$ cat src/rtl/master_decoder.sv
// AHB master-side address decoder, data-phase select register and default slave.
// Optional error counter output o_err_count is enabled by defining DECODER_ERR_CNT_EN.
module master_decoder #(
  parameter int NUM_SLAVES = 2,
  parameter int ADDR_WIDTH = 32,
  parameter int REGION_LSB = 28
) (
  input  logic                  i_clk,
  input  logic                  i_rst,
  input  logic [ADDR_WIDTH-1:0] i_haddr,
  input  logic [1:0]            i_htrans,
  input  logic [NUM_SLAVES-1:0] i_shreadyout,
  output logic [NUM_SLAVES-1:0] o_hsel_addr,
  output logic [NUM_SLAVES-1:0] o_hsel_data,
  output logic                  o_mhready,
  output logic                  o_dflt_hresp
`ifdef DECODER_ERR_CNT_EN
  ,
  output logic [15:0]           o_err_count
`endif
);

  localparam int RW = ADDR_WIDTH - REGION_LSB;

  typedef enum logic [1:0] {
    DF_IDLE = 2'd0,
    DF_ERR1 = 2'd1,
    DF_ERR2 = 2'd2
  } df_state_t;

  df_state_t             r_state;
  df_state_t             w_state_nxt;
  logic [NUM_SLAVES-1:0] r_hsel_data;
  logic                  r_dflt_sel;
  logic [RW-1:0]         w_region;
  logic [31:0]           w_region_ext;
  logic                  w_unmapped;
  logic                  w_dflt_ready;
  logic                  w_err_start;
  logic                  w_unused;

  assign w_region     = i_haddr[ADDR_WIDTH-1:REGION_LSB];
  assign w_region_ext = 32'(w_region);
  assign w_unmapped   = (w_region_ext >= 32'(NUM_SLAVES));
  assign w_unused     = ^{i_htrans[0], i_haddr[REGION_LSB-1:0]};

  always_comb begin
    o_hsel_addr = '0;
    for (int i = 0; i < NUM_SLAVES; i++) begin
      o_hsel_addr[i] = (w_region_ext == 32'(i));
    end
  end

  // Default slave only inserts a wait in the first ERROR cycle.
  assign w_dflt_ready = (r_state != DF_ERR1);
  assign o_dflt_hresp = (r_state != DF_IDLE);

  always_comb begin
    if (|r_hsel_data) begin
      o_mhready = |(r_hsel_data & i_shreadyout);
    end else if (r_dflt_sel) begin
      o_mhready = w_dflt_ready;
    end else begin
      o_mhready = 1'b1;
    end
  end

  assign w_err_start = o_mhready && w_unmapped && i_htrans[1];

  always_comb begin
    w_state_nxt = r_state;
    case (r_state)
      DF_IDLE: if (w_err_start) w_state_nxt = DF_ERR1;
      DF_ERR1: w_state_nxt = DF_ERR2;
      DF_ERR2: w_state_nxt = w_err_start ? DF_ERR1 : DF_IDLE;
      default: w_state_nxt = DF_IDLE;
    endcase
  end

  always_ff @(posedge i_clk) begin
    if (i_rst) begin
      r_state     <= DF_IDLE;
      r_hsel_data <= '0;
      r_dflt_sel  <= 1'b0;
    end else begin
      r_state <= w_state_nxt;
      if (o_mhready) begin
        r_hsel_data <= o_hsel_addr;
        r_dflt_sel  <= w_unmapped;
      end
    end
  end

  assign o_hsel_data = r_hsel_data;

`ifdef DECODER_ERR_CNT_EN
  logic [15:0] r_err_count;

  // Every transition into DF_ERR1 is a fresh error, since DF_ERR1 never loops on itself.
  always_ff @(posedge i_clk) begin
    if (i_rst) begin
      r_err_count <= 16'd0;
    end else if ((w_state_nxt == DF_ERR1) && (r_err_count != 16'hFFFF)) begin
      r_err_count <= r_err_count + 16'd1;
    end
  end

  assign o_err_count = r_err_count;
`endif

endmodule

$ cat config.mk
export PLATFORM = sky130hd
export DESIGN_NAME = master_decoder
export DESIGN_NICKNAME = d
export VERILOG_FILES = /design/src/rtl/master_decoder.sv
export SDC_FILE = /design/constraint.sdc
export NUM_CORES = 1
export LEC_CHECK = 0
export CAP_MARGIN = 20
export CORE_AREA = 2 2 39 41
export DETAILED_ROUTE_END_ITERATION = 7
export DIE_AREA = 0 0 41 43
export DONT_BUFFER_PORTS = 1
export GPL_TIMING_DRIVEN = 1
export PLACE_DENSITY = 0.38
export RECOVER_POWER = 100
export SLEW_MARGIN = 20
export SYNTH_ARGS = -nofsm -noshare
export SYNTH_HDL_FRONTEND = slang
export SYNTH_SLANG_ARGS = --single-unit
$ cat constraint.sdc
create_clock -name i_clk -period 1.7 [get_ports i_clk]
set_input_delay 0.34 -clock i_clk [delete_from_list [all_inputs] [get_ports i_clk]]
set_output_delay 0.34 -clock i_clk [all_outputs]
set_load 0.005 [all_outputs]
==> impl_metrics.sql, run 1 <==
INSERT INTO impl_metrics (metric_group, metric, value, unit) VALUES
('min_path', 'worstHoldPathCells', '1', ''),
('critical_path', 'cp.buffers_inverters', '0', ''),
('timing', 'clock-skew-final', '0.000903', 'ns'),
('timing', 'final_min_period_over_clock_period', '0.830', ''),
('place', 'sum_of_net_half_perimeters_after_detailed_placement', '492', 'um'),
('critical_path', 'timing.critical_path.max_delay_family', 'flip-flops', ''),
('clock_network', 'cts_inserted_buffers', '3', ''),
('route', 'post_drt_via_cell_ratio', '4.78', ''),
('route', 'first_pass_iters', '2', ''),
('synthesis', 'yosys-top-cells-area', 'sky130_fd_sc_hd__dfxtp_1 36%, sky130_fd_sc_hd__nand3b_1 8.0%, sky130_fd_sc_hd__a22oi_4 7.6%', ''),
('clock_network', 'clockRootBuffer', 'sky130_fd_sc_hd__clkbuf_4', ''),
('global_route', 'grt_pass1_wl', '848', 'um'),
('place', 'finalWeightedCongestion', '0.606', ''),
('floorplanning', 'io_pins', '44', ''),
('global_route', 'grt_start_max_net_pins', '6', ''),
('global_route', 'antenna_found_initial', '0', ''),
('critical_path', 'crit_path_max_fanout', '5', ''),
('synthesis', 'yosysWarnings', '0', ''),
('outcome', 'status', 'finished clean', ''),
('clock_network', 'number_of_buffers_inserted_to_repair_setup_after_cts', '0', ''),
('critical_path', 'critPathArrivalTime', '1.07', 'ns'),
('power_and_ir_drop', 'power.density_cell_area', '943', 'nW/um^2'),
('synthesis', 'share_of_the_yosys_chip_area_belonging_to_registers', '0.357', ''),
('clock_network', 'clock_tree.buffer_depth', '2', ''),
('timing', 'period_needed', '1.41', 'ns'),
('power_and_ir_drop', 'p_seq_frac', '0.455', ''),
('finish', 'n_antenna_cell', '0', ''),
('global_route', 'gr-total-overflow', '0', ''),
('timing', 'max_slew.worst_pin.slew', '0.647', 'ns'),
('timing', 'grt_setup_unrepaired', 'false', ''),
('place', 'io_buffer_count', '0', ''),
('finish', 'flow.area_growth_from_synthesis', '9.82', '%'),
('global_route', 'first_global_vias', '221', ''),
('synthesis', 'most_area_hungry_cell_type_in_the_yosys_netlist', 'sky130_fd_sc_hd__dfxtp_1', ''),
('synthesis', 'synth.most_common_cell', 'sky130_fd_sc_hd__dfxtp_1', ''),
('power_and_ir_drop', 'power_switching', '62.0', 'uW'),
('route', 'drtIter0Drc', '1', ''),
('timing', 'hold_violations', '0', ''),
('finish', 'nNetsFinal', '68', ''),
('power_and_ir_drop', 'clock_power_share', '0.451', ''),
('critical_path', 'cp.depth', '2', ''),
('synthesis', 'synth_top_cell_area_share', '0.357', ''),
('route', 'antenna_left', '0', ''),
('clock_network', 'clock_sink_count', '5', ''),
('synthesis', 'ys_async_sr_fraction', '0', ''),
('critical_path', 'worst_path_max_delay_cell', 'sky130_fd_sc_hd__dfxtp_1', ''),
('timing', 'setup_viol', '0', ''),
('finish', 'post_route_cells_drive_above_1_share', '0.207', ''),
('critical_path', 'cpPeakStageDelay', '0.37', 'ns'),
('global_route', 'global_route_total_usage_across_every_layer', '0.0755', ''),
('clock_network', 'cts_tree', 'yes', ''),
('place', 'place.detailed.instances', '41', ''),
('floorplanning', 'die-area', '1760', 'sq um'),
('timing', 'timing_limited_maximum_frequency', '709', 'MHz'),
('critical_path', 'timing.critical_path.cells', 'or2_0 > o21ai_2', ''),
('clock_network', 'postCtsHoldBufs', '0', ''),
('timing', 'final-max-slew-violation-count', '0', ''),
('timing', 'timing.setup.tns', '0', 'ns'),
('finish', 'layout.cells.non_filler', '45', ''),
('route', 'drc_errors', '0', ''),
('synthesis', 'synthesis.area', '280', 'sq um'),
('floorplanning', 'floorplan.die.width', '41', 'um'),
('critical_path', 'rr_worst_depth', '3', ''),
('route', 'routed_wire_length_per_instance', '12.8', 'um'),
('min_path', 'holdCritPathClass', 'input pin to flop', ''),
('critical_path', 'criticalPathCategory', 'flop to output port', ''),
('floorplanning', 'std_cell_rows', '14', ''),
('floorplanning', 'coreArea', '1380', 'sq um'),
('synthesis', 'netlist_instances', '25', ''),
('floorplanning', 'starting_density', '0.203', ''),
('clock_network', 'clk_pin_slew', '0.04', 'ns');
metrics by stage:
stage / area, sq um / power [mW] / hold slack (ns) / setup slack (ns) / utilization
floorplan: 280 / 0.159 / 0.406 / 0.603 / -
global placement: 300 / 0.163 / 0.408 / 0.539 / 0.217
detailed placement: 300 / 0.165 / 0.413 / 0.520 / 0.217
CTS: 327 / 0.303 / 0.158 / 0.249 / 0.236
global route: 308 / 0.311 / 0.156 / 0.206 / 0.222
finish: 308 / 0.290 / 0.167 / 0.289 / 0.222
cells in the final DEF, fill, tap and decap left out, types with 2 or more instances in the layout:
cell type	synthesis	routed
sky130_fd_sc_hd__a21oi_1	2	2
sky130_fd_sc_hd__clkbuf_4	0	3
sky130_fd_sc_hd__dfxtp_1	5	5
sky130_fd_sc_hd__mux2i_1	2	2
sky130_fd_sc_hd__nand3b_1	3	3
sky130_fd_sc_hd__nor4b_1	1	2
state kept, by name (all words and copies together), names as in the netlist:
signal       cells
r_dflt_sel       1
o_hsel_data      2
r_state          2
kinds of logic after synthesis:
logic type      count (synthesis)  synth area share
simple gates                   13             0.375
flops                           5             0.357
mux                             2            0.0714
compound gates                  5             0.196
path summary, 6_finish.rpt:
kind                         end            from  slack (ns)
setup / recovery       o_mhready  o_hsel_data[0]        0.29
hold / removal    o_hsel_data[1]           i_rst        0.17
setup reg to reg      r_dflt_sel  o_hsel_data[0]        0.55
hold reg to reg       r_state[1]      r_state[1]        0.45
power groups by stage:
stage / registers (mW) / logic [mW] / clock network [mW]
2_1_floorplan: 0.132 / 0.0264 / 0
3_3_place_gp: 0.134 / 0.0294 / 0
4_1_cts: 0.132 / 0.0306 / 0.140
5_1_grt: 0.134 / 0.0302 / 0.147
6_report: 0.132 / 0.0272 / 0.131
3_5_place_dp: 0.134 / 0.0305 / 0
per-layer routing:
metal / vias to the layer above / part of all wire / wire [um] / global-route usage
li1: 107 / - / - / -
met1: 97 / 0.37 / 212 / 0.0841
met2: 11 / 0.49 / 280 / 0.0969
met3: 0 / 0.15 / 84 / 0.0785
met4: 0 / 0 / 0 / 0.0200
met5: - / 0 / 0 / 0
cell type report:
class / instances / area, sq um
Sequential cell: 5 / 100
Clock buffer: 4 / 26.3
Fill cell: 156 / 1080
Tap cell: 16 / 20.0
Multi-Input combinational cell: 20 / 161
(Power assumes the default switching activity.)
==> run 2: changes to the inputs <==
PLACE_DENSITY = 0.39   (was 0.38)
clock period = 1.2 ns   (was 1.7 ns; I/O delays follow)
==> impl_metrics.sql, run 2 (same netlist as run 1, synthesis figures left out) <==
INSERT INTO impl_metrics (metric_group, metric, value, unit) VALUES
('timing', 'max_slew.worst_pin.slew', '0.412', 'ns'),
('clock_network', 'insertion_delay', '0.23', 'ns'),
('critical_path', 'setup.worst_path.end', 'o_mhready', ''),
('floorplanning', 'floorplan.die.width', '41', 'um'),
('power_and_ir_drop', 'leakagePower', '0.135', 'nW'),
('timing', 'clock-skew-final', '0.000565', 'ns'),
('critical_path', 'critPathArrivalTime', '1.01', 'ns'),
('global_route', 'grt_pass1_wl', '910', 'um'),
('global_route', 'antenna_found_initial', '0', ''),
('clock_network', 'clockRootBuffer', 'sky130_fd_sc_hd__clkbuf_4', ''),
('clock_network', 'cts_inserted_buffers', '3', ''),
('finish', 'flow.area_growth_from_synthesis', '21.9', '%'),
('outcome', 'failed_checks', 'negative setup slack', ''),
('clock_network', 'number_of_buffers_inserted_to_repair_setup_after_cts', '0', ''),
('route', 'post_drt_via_cell_ratio', '4.89', ''),
('finish', 'nNetsFinal', '68', ''),
('timing', 'final_min_period_over_clock_period', '1.04', ''),
('floorplanning', 'starting_density', '0.203', ''),
('route', 'first_pass_iters', '2', ''),
('clock_network', 'clk_pin_slew', '0.04', 'ns'),
('critical_path', 'crit_path_start_kind', 'flop', ''),
('critical_path', 'timing.rr.start', 'o_hsel_data[0]', ''),
('route', 'routed_wire_length_per_instance', '13.2', 'um'),
('place', 'sum_of_net_half_perimeters_after_detailed_placement', '485', 'um'),
('timing', 'grt_setup_unrepaired', 'true', ''),
('global_route', 'grt_start_max_net_pins', '6', ''),
('power_and_ir_drop', 'power.density_cell_area', '1240', 'nW/um^2'),
('timing', 'max_slew_margin', '0.725', ''),
('timing', 'setup_viol', '1', ''),
('min_path', 'holdCritPathClass', 'input pin to flop', ''),
('timing', 'period_needed', '1.25', 'ns'),
('place', 'finalWeightedCongestion', '0.619', ''),
('floorplanning', 'std_cell_rows', '14', ''),
('clock_network', 'postCtsHoldBufs', '0', ''),
('global_route', 'gr-total-overflow', '0', ''),
('floorplanning', 'die-area', '1760', 'sq um'),
('clock_network', 'cts_tree', 'yes', ''),
('timing', 'hold_violations', '0', ''),
('place', 'place.detailed.instances', '41', ''),
('finish', 'layout.cells.non_filler', '45', ''),
('clock_network', 'htree_levels', '1', ''),
('critical_path', 'critPathCaptureType', 'output port', ''),
('outcome', 'status', 'finished with violations', ''),
('timing', 'timing.setup.tns', '-0.0523', 'ns'),
('clock_network', 'clock_sink_count', '5', ''),
('global_route', 'global_route_total_usage_across_every_layer', '0.0805', ''),
('critical_path', 'rr_endpoint', 'r_dflt_sel', ''),
('clock_network', 'clock_tree.buffer_depth', '2', ''),
('timing', 'setup_ws', '-0.0523', 'ns'),
('route', 'antenna_left', '0', ''),
('place', 'io_buffer_count', '0', ''),
('route', 'drc_errors', '0', ''),
('timing', 'final-max-slew-violation-count', '0', ''),
('place', 'pre_cts_setup_slack', '0.0980', 'ns'),
('run', 'drv.max_cap_violation_count', '0', ''),
('finish', 'n_antenna_cell', '0', ''),
('route', 'drtIter0Drc', '1', ''),
('critical_path', 'reg2reg_setup_slack', '0.13', 'ns'),
('finish', 'layout_common_cells', '3 x sky130_fd_sc_hd__nand3b_1, 3 x sky130_fd_sc_hd__clkbuf_4, 3 x sky130_fd_sc_hd__dfxtp_1', ''),
('floorplanning', 'coreArea', '1380', 'sq um'),
('critical_path', 'criticalPathCategory', 'flop to output port', ''),
('route', 'vias', '220', ''),
('critical_path', 'crit_path_max_fanout', '5', ''),
('floorplanning', 'die-height', '43', 'um'),
('critical_path', 'critical_path.startpoint', 'o_hsel_data[0]', ''),
('critical_path', 'cp.required', '0.96', 'ns'),
('global_route', 'first_global_vias', '242', ''),
('finish', 'post_route_cells_drive_above_1_share', '0.414', ''),
('critical_path', 'rr_worst_depth', '3', ''),
('power_and_ir_drop', 'power.ir.vdd_worst', '0.000424', 'V'),
('timing', 'timing_limited_maximum_frequency', '799', 'MHz'),
('route', 'routed_wl', '592', 'um'),
('timing', 'final.hold.worst_slack', '0.0616', 'ns'),
('floorplanning', 'io_pins', '44', '');
[run 2: cell counts in the layout (fill, tap and decap cells not counted)]
No cell type changed its count.
[run 2: stage by stage]
| step | area, sq um | util | total power [mW] |
|---|---|---|---|
| after floorplan | 280 | - | 0.225 |
| after global placement | 300 | 0.217 | 0.232 |
| after detailed placement | 300 | 0.217 | 0.233 |
| after CTS | 342 | 0.247 | 0.435 |
| after global routing | 342 | 0.247 | 0.450 |
| final | 342 | 0.247 | 0.423 |
[run 2: repair_timing]
item	4_1_cts	5_1_grt
endpoints found under the setup margin	1	1
pin swaps	2	2
endpoints found under the hold margin	0	0
resized for setup	5	0
[run 2: layout make-up]
class | count | area, sq um
fill | 150 | 1040
clock buffer | 4 | 26.3
sequential | 5 | 105
multi-input combinational | 20 | 190
tap | 16 | 20.0
[run 2: worst min-delay path by stage]
stage / from / to / cells after the start
6_report: i_rst / o_hsel_data[1] / 1
5_1_grt: i_rst / o_hsel_data[0] / 1
4_1_cts: i_rst / o_hsel_data[0] / 1
3_5_place_dp: i_rst / r_dflt_sel / 1
3_3_place_gp: i_rst / r_dflt_sel / 1
2_1_floorplan: i_rst / r_dflt_sel / 1
[run 2: power breakdown]
| part | total (mW) | internal [mW] | switching, mW |
|---|---|---|---|
| sequential | 0.186 | 0.176 | 0.0105 |
| clock | 0.189 | 0.125 | 0.0636 |
| combinational | 0.0481 | 0.0276 | 0.0206 |
| total | 0.423 | 0.329 | 0.0947 |
[run 2: routing by layer]
metal | vias to the layer above | global-route usage | wire length [um]
met1 | 103 | 0.0777 | 203
met3 | 0 | 0.0419 | 65
met5 | - | 0 | 0
met2 | 9 | 0.122 | 323
met4 | 0 | 0.0600 | 0
li1 | 108 | - | -
[run 2: critical path, stage by stage (launching register included)]
cell	delay [ns]
sky130_fd_sc_hd__dfxtp_2	0.34
sky130_fd_sc_hd__or2_4	0.27
sky130_fd_sc_hd__o21ai_4	0.16
==> run 3: changes to the inputs <==
REMOVE_ABC_BUFFERS = 1   (was not set)
==> results of run 3 <==
No change in the layout: final DEF, timing and power equal those of run 2.
